File: src/rtl/i2c_slave_link.sv
// ---------------------------------------------------------------------------
// i2c_slave_link
//
// This module is an I2C slave front end that connects an I2C bus to a simple
// byte-wide register memory. The master first writes a register pointer.
// After that it either writes data bytes or issues a repeated START and reads
// data bytes back. The memory steps its own byte index during a burst, so the
// pointer presented here stays fixed for the whole burst.
//
// Ports
//   Clk             system clock; every register updates on its rising edge
//   Reset           synchronous, active-high reset
//   SclIn, SdaIn    raw bus lines; they are asynchronous to Clk
//   SdaOe           1 = pull SDA low, 0 = release it (open-drain)
//   Enable          one-Clk transfer strobe to the memory
//   RorW            1 = write InputBuffer to memory, 0 = read into OutputBuffer
//   DirectionBuffer register pointer presented to the memory
//   InputBuffer     byte to be written to the memory
//   OutputBuffer    byte returned by the memory for a read
//   AddressFound    memory reports that the pointer is valid
//   Busy            high from START until STOP (or until a return to idle)
// ---------------------------------------------------------------------------
module i2c_slave_link #(
  parameter logic [6:0] DEVADDR       = 7'h50,
  parameter int         ADDRESSLENGTH = 8
) (
  input  logic                     Clk,
  input  logic                     Reset,
  input  logic                     SclIn,
  input  logic                     SdaIn,
  output logic                     SdaOe,
  output logic                     Enable,
  output logic                     RorW,
  output logic [ADDRESSLENGTH-1:0] DirectionBuffer,
  output logic [7:0]               InputBuffer,
  input  logic [7:0]               OutputBuffer,
  input  logic                     AddressFound,
  output logic                     Busy
);

  typedef enum logic [3:0] {
    S_IDLE,
    S_DEVADDR,
    S_DEVACK,
    S_PTR,
    S_PTRACK,
    S_WRDATA,
    S_WRACK,
    S_RDLOAD,
    S_RDDATA,
    S_RDACK,
    S_WAITSTOP
  } state_t;

  // -------------------------------------------------------------------------
  // Bus synchronizers: two flops per line, plus one history flop.
  // Bit 0 carries SCL and bit 1 carries SDA.
  // These flops reset to 1, which is the idle bus level. An idle bus
  // therefore produces no edge when reset is released.
  // -------------------------------------------------------------------------
  logic [1:0] r_sync1;
  logic [1:0] r_sync2;
  logic [1:0] r_hist;

  always_ff @(posedge Clk) begin
    if (Reset) begin
      r_sync1 <= 2'b11;
      r_sync2 <= 2'b11;
      r_hist  <= 2'b11;
    end else begin
      r_sync1 <= {SdaIn, SclIn};
      r_sync2 <= r_sync1;
      r_hist  <= r_sync2;
    end
  end

  logic w_scl;
  logic w_sda;
  logic w_scl_prev;
  logic w_sda_prev;
  logic w_scl_rise;
  logic w_scl_fall;
  logic w_start;
  logic w_stop;

  assign w_scl      = r_sync2[0];
  assign w_sda      = r_sync2[1];
  assign w_scl_prev = r_hist[0];
  assign w_sda_prev = r_hist[1];
  assign w_scl_rise = w_scl & ~w_scl_prev;
  assign w_scl_fall = ~w_scl & w_scl_prev;

  // START and STOP count only when SCL is high in both the current and the
  // previous sample. An SDA change that lands next to an SCL edge is then
  // treated as ordinary data, not as a bus condition.
  assign w_start = w_scl & w_scl_prev & w_sda_prev & ~w_sda;
  assign w_stop  = w_scl & w_scl_prev & ~w_sda_prev & w_sda;

  // -------------------------------------------------------------------------
  // Control state
  // -------------------------------------------------------------------------
  state_t                   r_state;
  logic [3:0]               r_bit_cnt;  // bits received or sent in this byte
  logic [6:0]               r_shift;    // the previous 7 received bits
  logic [7:0]               r_tx;       // transmit shift register, MSB first
  logic                     r_phase;    // sub-step inside ACK, PTR and RDLOAD
  logic [1:0]               r_wait;     // short Clk delay counter
  logic                     r_rw_bit;   // R/W bit taken from the address byte
  logic                     r_en_pend;  // a write strobe is due on the next Clk
  logic                     r_sda_oe;
  logic                     r_enable;
  logic                     r_rorw;
  logic                     r_busy;
  logic [ADDRESSLENGTH-1:0] r_dir;
  logic [7:0]               r_inbuf;

  // The byte as it stands after the bit that is sampled on this SCL rise.
  logic [7:0] w_byte;
  logic       w_last_bit;

  assign w_byte     = {r_shift, w_sda};
  assign w_last_bit = w_scl_rise && (r_bit_cnt == 4'd7);

  always_ff @(posedge Clk) begin
    if (Reset) begin
      r_state   <= S_IDLE;
      r_bit_cnt <= 4'd0;
      r_shift   <= 7'd0;
      r_tx      <= 8'd0;
      r_phase   <= 1'b0;
      r_wait    <= 2'd0;
      r_rw_bit  <= 1'b0;
      r_en_pend <= 1'b0;
      r_sda_oe  <= 1'b0;
      r_enable  <= 1'b0;
      r_rorw    <= 1'b0;
      r_busy    <= 1'b0;
      r_dir     <= '0;
      r_inbuf   <= 8'd0;
    end else begin
      // Enable is a single-Clk strobe. Any state that raises it must
      // request it again on every Clk it is wanted.
      r_enable <= 1'b0;

      if (w_stop) begin
        r_state   <= S_IDLE;
        r_sda_oe  <= 1'b0;
        r_busy    <= 1'b0;
        r_bit_cnt <= 4'd0;
        r_phase   <= 1'b0;
        r_en_pend <= 1'b0;
      end else if (w_start) begin
        // Covers a repeated START as well. The pointer is kept so that a
        // read that follows a pointer write uses that pointer.
        r_state   <= S_DEVADDR;
        r_sda_oe  <= 1'b0;
        r_busy    <= 1'b1;
        r_bit_cnt <= 4'd0;
        r_phase   <= 1'b0;
        r_en_pend <= 1'b0;
      end else begin
        case (r_state)
          S_IDLE: begin
            r_sda_oe <= 1'b0;
            r_busy   <= 1'b0;
          end

          S_DEVADDR: begin
            if (w_scl_rise) begin
              r_shift <= w_byte[6:0];
              if (w_last_bit) begin
                r_bit_cnt <= 4'd0;
                r_rw_bit  <= w_sda;
                r_phase   <= 1'b0;
                r_state   <= (w_byte[7:1] == DEVADDR) ? S_DEVACK : S_WAITSTOP;
              end else begin
                r_bit_cnt <= r_bit_cnt + 4'd1;
              end
            end
          end

          // phase 0: wait for the fall that ends bit 8, then pull SDA low.
          // phase 1 (read): after the master samples ACK, fetch the first
          //   byte. SDA stays low until RDDATA drives the first data bit.
          // phase 1 (write): release SDA on the fall and take the pointer.
          S_DEVACK: begin
            if (!r_phase) begin
              if (w_scl_fall) begin
                r_sda_oe <= 1'b1;
                r_phase  <= 1'b1;
              end
            end else if (r_rw_bit) begin
              if (w_scl_rise) begin
                r_phase <= 1'b0;
                r_state <= S_RDLOAD;
              end
            end else if (w_scl_fall) begin
              r_sda_oe  <= 1'b0;
              r_phase   <= 1'b0;
              r_bit_cnt <= 4'd0;
              r_state   <= S_PTR;
            end
          end

          // The pointer is presented to the memory as soon as it is
          // complete. AddressFound is sampled only after the memory has had
          // two Clk to decode it. That is well inside the SCL high period.
          S_PTR: begin
            if (!r_phase) begin
              if (w_scl_rise) begin
                r_shift <= w_byte[6:0];
                if (w_last_bit) begin
                  r_dir     <= w_byte[ADDRESSLENGTH-1:0];
                  r_wait    <= 2'd2;
                  r_phase   <= 1'b1;
                  r_bit_cnt <= 4'd0;
                end else begin
                  r_bit_cnt <= r_bit_cnt + 4'd1;
                end
              end
            end else if (r_wait != 2'd0) begin
              r_wait <= r_wait - 2'd1;
            end else begin
              r_phase <= 1'b0;
              r_state <= AddressFound ? S_PTRACK : S_WAITSTOP;
            end
          end

          // ACK during a write: pull SDA low on the first fall and release it
          // on the second fall. The pending memory strobe in WRACK goes out
          // on the first Clk, before either fall can occur.
          S_PTRACK, S_WRACK: begin
            if (r_en_pend) begin
              r_enable  <= 1'b1;
              r_en_pend <= 1'b0;
            end
            if (w_scl_fall) begin
              if (!r_phase) begin
                r_sda_oe <= 1'b1;
                r_phase  <= 1'b1;
              end else begin
                r_sda_oe  <= 1'b0;
                r_phase   <= 1'b0;
                r_bit_cnt <= 4'd0;
                r_state   <= S_WRDATA;
              end
            end
          end

          S_WRDATA: begin
            if (w_scl_rise) begin
              r_shift <= w_byte[6:0];
              if (w_last_bit) begin
                r_inbuf   <= w_byte;
                r_rorw    <= 1'b1;
                r_en_pend <= 1'b1;
                r_bit_cnt <= 4'd0;
                r_phase   <= 1'b0;
                r_state   <= S_WRACK;
              end else begin
                r_bit_cnt <= r_bit_cnt + 4'd1;
              end
            end
          end

          // Strobe a read and give the memory two Clk after the strobe
          // before OutputBuffer is captured. Entry happens on an SCL rise,
          // so the capture completes long before the fall on which the
          // first bit is driven.
          S_RDLOAD: begin
            if (!r_phase) begin
              r_enable <= 1'b1;
              r_rorw   <= 1'b0;
              r_wait   <= 2'd2;
              r_phase  <= 1'b1;
            end else if (r_wait != 2'd0) begin
              r_wait <= r_wait - 2'd1;
            end else begin
              r_tx      <= OutputBuffer;
              r_phase   <= 1'b0;
              r_bit_cnt <= 4'd0;
              r_state   <= S_RDDATA;
            end
          end

          // Eight falls each put one bit on SDA. The ninth fall ends bit 0
          // and releases SDA so the master can ACK or NACK.
          S_RDDATA: begin
            if (w_scl_fall) begin
              if (r_bit_cnt == 4'd8) begin
                r_sda_oe  <= 1'b0;
                r_bit_cnt <= 4'd0;
                r_state   <= S_RDACK;
              end else begin
                r_sda_oe  <= ~r_tx[7];
                r_tx      <= {r_tx[6:0], 1'b0};
                r_bit_cnt <= r_bit_cnt + 4'd1;
              end
            end
          end

          S_RDACK: begin
            if (w_scl_rise) begin
              r_phase <= 1'b0;
              r_state <= w_sda ? S_WAITSTOP : S_RDLOAD;
            end
          end

          S_WAITSTOP: begin
            r_sda_oe <= 1'b0;
          end

          default: begin
            r_state  <= S_IDLE;
            r_sda_oe <= 1'b0;
          end
        endcase
      end
    end
  end

  assign SdaOe           = r_sda_oe;
  assign Enable          = r_enable;
  assign RorW            = r_rorw;
  assign Busy            = r_busy;
  assign DirectionBuffer = r_dir;
  assign InputBuffer     = r_inbuf;

endmodule

File: config.mk
export PLATFORM = sky130hd
export DESIGN_NAME = i2c_slave_link
export DESIGN_NICKNAME = d
export VERILOG_FILES = /design/src/rtl/i2c_slave_link.sv
export SDC_FILE = /design/constraint.sdc
export NUM_CORES = 1
export LEC_CHECK = 0
export CAP_MARGIN = 5
export CORE_MARGIN = 3
export CORE_UTILIZATION = 57
export DETAILED_ROUTE_END_ITERATION = 16
export GPL_TIMING_DRIVEN = 0
export PLACE_DENSITY = 0.82
export SLEW_MARGIN = 15
export SYNTH_ARGS = -nofsm -noshare
export SYNTH_HDL_FRONTEND = slang
export SYNTH_SLANG_ARGS = --single-unit
File: constraint.sdc
create_clock -name Clk -period 3.8 [get_ports Clk]
set_input_delay 0.76 -clock Clk [delete_from_list [all_inputs] [get_ports Clk]]
set_output_delay 0.76 -clock Clk [all_outputs]
set_load 0.03 [all_outputs]
==> metrics <==
RePlAce Congestion 0.9524; setup bufs post-CTS 0; Antenna Nets Post-Route 0; IO Port Bufs 31; Seq/Total Area, Yosys 38.25%; vias in the first global route roughly 2,400; fin. max-slew vios 0; Setup Skew 0.008396 ns; GRT met2 Usage 40.33%; Initial Utilization 61.92%; max incr delay on CP 0.46 ns; total track usage 25.09%; Worst slew margin 64.48%; Max Cap Viol 0; most frequent cells in the layout 54 x dfxtp_1, 45 x nor2_1, 36 x mux2i_1; first-pass detailed-route iteration total 4; sum of negative setup slack 0 ns; H-tree depth 2; Place WS around 1.8 ns; mapped cell area 2826 sq um; R2R Path End r_state[0]$_SDFFE_PP0P_; share of layout cells above drive strength 1 11.30%; n_diodes 0; CTS tree built; worst hold start r_sync1[0]$_SDFF_PP1_; Max Clk Rate 468.5 MHz; drt total wl approximately 7 mm; Synth Area per Inst around 9.0 sq um; fin cells roughly 420; CP Capture Type flip-flop; Worst EP required 4.01 ns; RSZ-0062 raised after global routing false; post-route worst setup slack 1.666 ns; Core Footprint 4564 sq um; cells after synthesis 315; final hold violation count 0; hold endpoint r_sync2[0]$_SDFF_PP1_; final setup vio count 0; library cells used by synthesis 60; placed wire-length estimate between 5 and 6 mm; flop2flop setup slack 1.67 ns; CP arrival between 2 and 2.5 ns; via count 2,491; cts bufs inserted 5; row count 24; Die X 76.42 um; nets@finish 369; WHS Path Cells 1; crit path kind flip-flop to flip-flop; initial antenna violation count 0; Final period util 56.17%; IO Count 33; Net Count, Synth between 300 and 400; status finished, final reports clean; Main synth FF type dfxtp_1; synthesis-to-layout area growth 17.04%; Vias/cell 5.945; clock slew at reported path FFs 0.10 ns; total clock sinks 54; PwrDens 305.0 nW/um^2; maximum vdd drop 0.0002723 V; Die Span Y 76.42 um; die area 5840 sq um; post-CTS sizing 0; number of synthesized register bits 54; Residual DRC 0; CP Launch Type flip-flop; CTS root buf clkbuf_8; Routed WL per cell 17.06 um; met1 Resource Use GR 33.72%; Hold-fix buffers, CTS 0; share of synthesized registers carrying an async set or reset 0%; clk buf depth 2; grt peak-use layer met2; reg2reg start r_state[2]$_SDFFE_PP0P_; commonest non-fill, non-tap cell in the layout dfxtp_1; crit path time final 2.134 ns; Worst Path Max Fanout 10; CP max stage cell dfxtp_1; Post-synth EDFFs 0; leakage 1.307 nW; Tightest Pin Transition 0.5328 ns; first-pass GRT wire length roughly 12 mm; grt total ovfl 0; routing usage on met3 4.965%; DRT iter0 DRCs 233; placed cell count 411; critical-path cell list buf_2 -> nand3b_1 -> a32oi_1 -> nand2_1 -> nor3_4 -> mux2_1; worst reg2reg path depth 6; Ys Warns 0; min-delay worst type flip-flop to flip-flop; Clock Latency Late Sink 0.31 ns; Layout Utilization 72.48%; pin count of the biggest net entering global routing 18
-- where the power goes --
group	internal, W	total (W)	switching (W)
logic	0.0000420	0.000102	0.0000604
clock network	0.000134	0.000331	0.000197
registers	0.000571	0.000575	0.00000471
-- through the flow --
stage | power (W) | hold slack, ns | area, sq um
6_report | 0.001009 | 0.4172 | 3308
5_1_grt | 0.001045 | 0.4439 | 3308
4_1_cts | 0.001011 | 0.4207 | 3308
3_5_place_dp | 0.0006889 | 0.3988 | 3218
3_3_place_gp | 0.0006873 | 0.3907 | 3218
2_1_floorplan | 0.0006559 | 0.3895 | 2826
-- cell usage after synthesis (2+ instances only) --
cell type | number | area share [%]
dfxtp_1 | 54 | 38
nor2_1 | 45 | 6.0
mux2i_1 | 36 | 13
nand2_1 | 14 | 1.9
a21oi_1 | 11 | 1.9
inv_1 | 11 | 1.5
nor2b_1 | 10 | 2.2
clkbuf_1 | 9 | 1.2
o21ai_0 | 9 | 1.6
a211oi_1 | 8 | 2.1
nor3_1 | 8 | 1.4
buf_2 | 7 | 1.2
nand3_1 | 6 | 1.1
or2_2 | 6 | 1.3
nand2b_1 | 5 | 1.1
buf_4 | 4 | 1.1
o211ai_1 | 4 | 1.1
o21a_1 | 4 | 1.1
a211oi_2 | 3 | 1.3
a31oi_1 | 3 | 0.66
and2_1 | 3 | 0.66
ha_1 | 3 | 1.3
nand3b_1 | 3 | 0.80
nor4b_1 | 3 | 0.93
a221oi_1 | 2 | 0.62
a22oi_1 | 2 | 0.53
a311oi_1 | 2 | 0.62
a32oi_1 | 2 | 0.62
and3_1 | 2 | 0.44
and4bb_2 | 2 | 0.89
buf_6 | 2 | 0.80
nor3b_1 | 2 | 0.53
o22ai_1 | 2 | 0.44
o31ai_1 | 2 | 0.53
-- worst max path at each step --
| stage | start | to | slack (ns) | depth (start not counted) |
|---|---|---|---|---|
| 5_1_grt | r_state[2]$_SDFFE_PP0P_ | r_state[0]$_SDFFE_PP0P_ | 1.56 | 6 |
| 4_1_cts | DirectionBuffer[2]$_SDFFE_PP0P_ | DirectionBuffer[2] | 1.66 | 1 |
| 6_report | r_state[2]$_SDFFE_PP0P_ | r_state[0]$_SDFFE_PP0P_ | 1.67 | 6 |
| 3_3_place_gp | r_state[2]$_SDFFE_PP0P_ | r_state[0]$_SDFFE_PP0P_ | 1.73 | 6 |
| 3_5_place_dp | r_state[2]$_SDFFE_PP0P_ | r_state[0]$_SDFFE_PP0P_ | 1.76 | 6 |
| 2_1_floorplan | r_state[1]$_SDFFE_PP0P_ | r_state[0]$_SDFFE_PP0P_ | 2.02 | 6 |
-- area by class of cell --
cell class	count	area, sq um
inverter	11	41.29
timing repair buffer	31	310.3
buffer	22	121.4
fill	372	1256
sequential	54	1081
tap	65	81.33
multi-input combinational	228	1583
clock inverter	2	17.52
clock buffer	6	72.57
-- per-layer routing --
layer / vias up / wire [um] / part of all wire (%)
li1: 1206 / - / -
met1: 1178 / 3234 / 45
met2: 91 / 3325 / 47
met3: 16 / 446 / 6.2
met4: 0 / 140 / 2.0
met5: - / 0 / 0
-- flip-flops by register name (all words and copies together), names as in the netlist, 2 cells and up --
| name | count |
|---|---|
| InputBuffer | 8 |
| DirectionBuffer | 8 |
| r_sync1 | 2 |
| r_sync2 | 2 |
| r_shift | 7 |
| r_hist | 2 |
| r_state | 4 |
| r_tx | 8 |
| r_bit_cnt | 4 |
| r_wait | 2 |
-- critical path: cells and delay by family, from the launching register on --
kind	cells	cell delay, ns
DFF	1	0.46
muxes	1	0.35
AOI/OAI and AO/OA	1	0.25
and+or+nand+nor	3	0.70
buffers and inverters	1	0.27
-- logic make-up (layout without fill, tap and decap cells) --
group	after synthesis	count (layout)	share of synthesized area, %
and+or+nand+nor	115	115	21.12
DFF	54	54	38.25
buffers and inverters	33	72	5.755
xor gates and xnor gates	2	2	0.6199
muxes	38	38	13.55
AOI/OAI and AO/OA	70	70	19.39
adders and majority gates	3	3	1.328
Power figures use the tool's default switching activity.
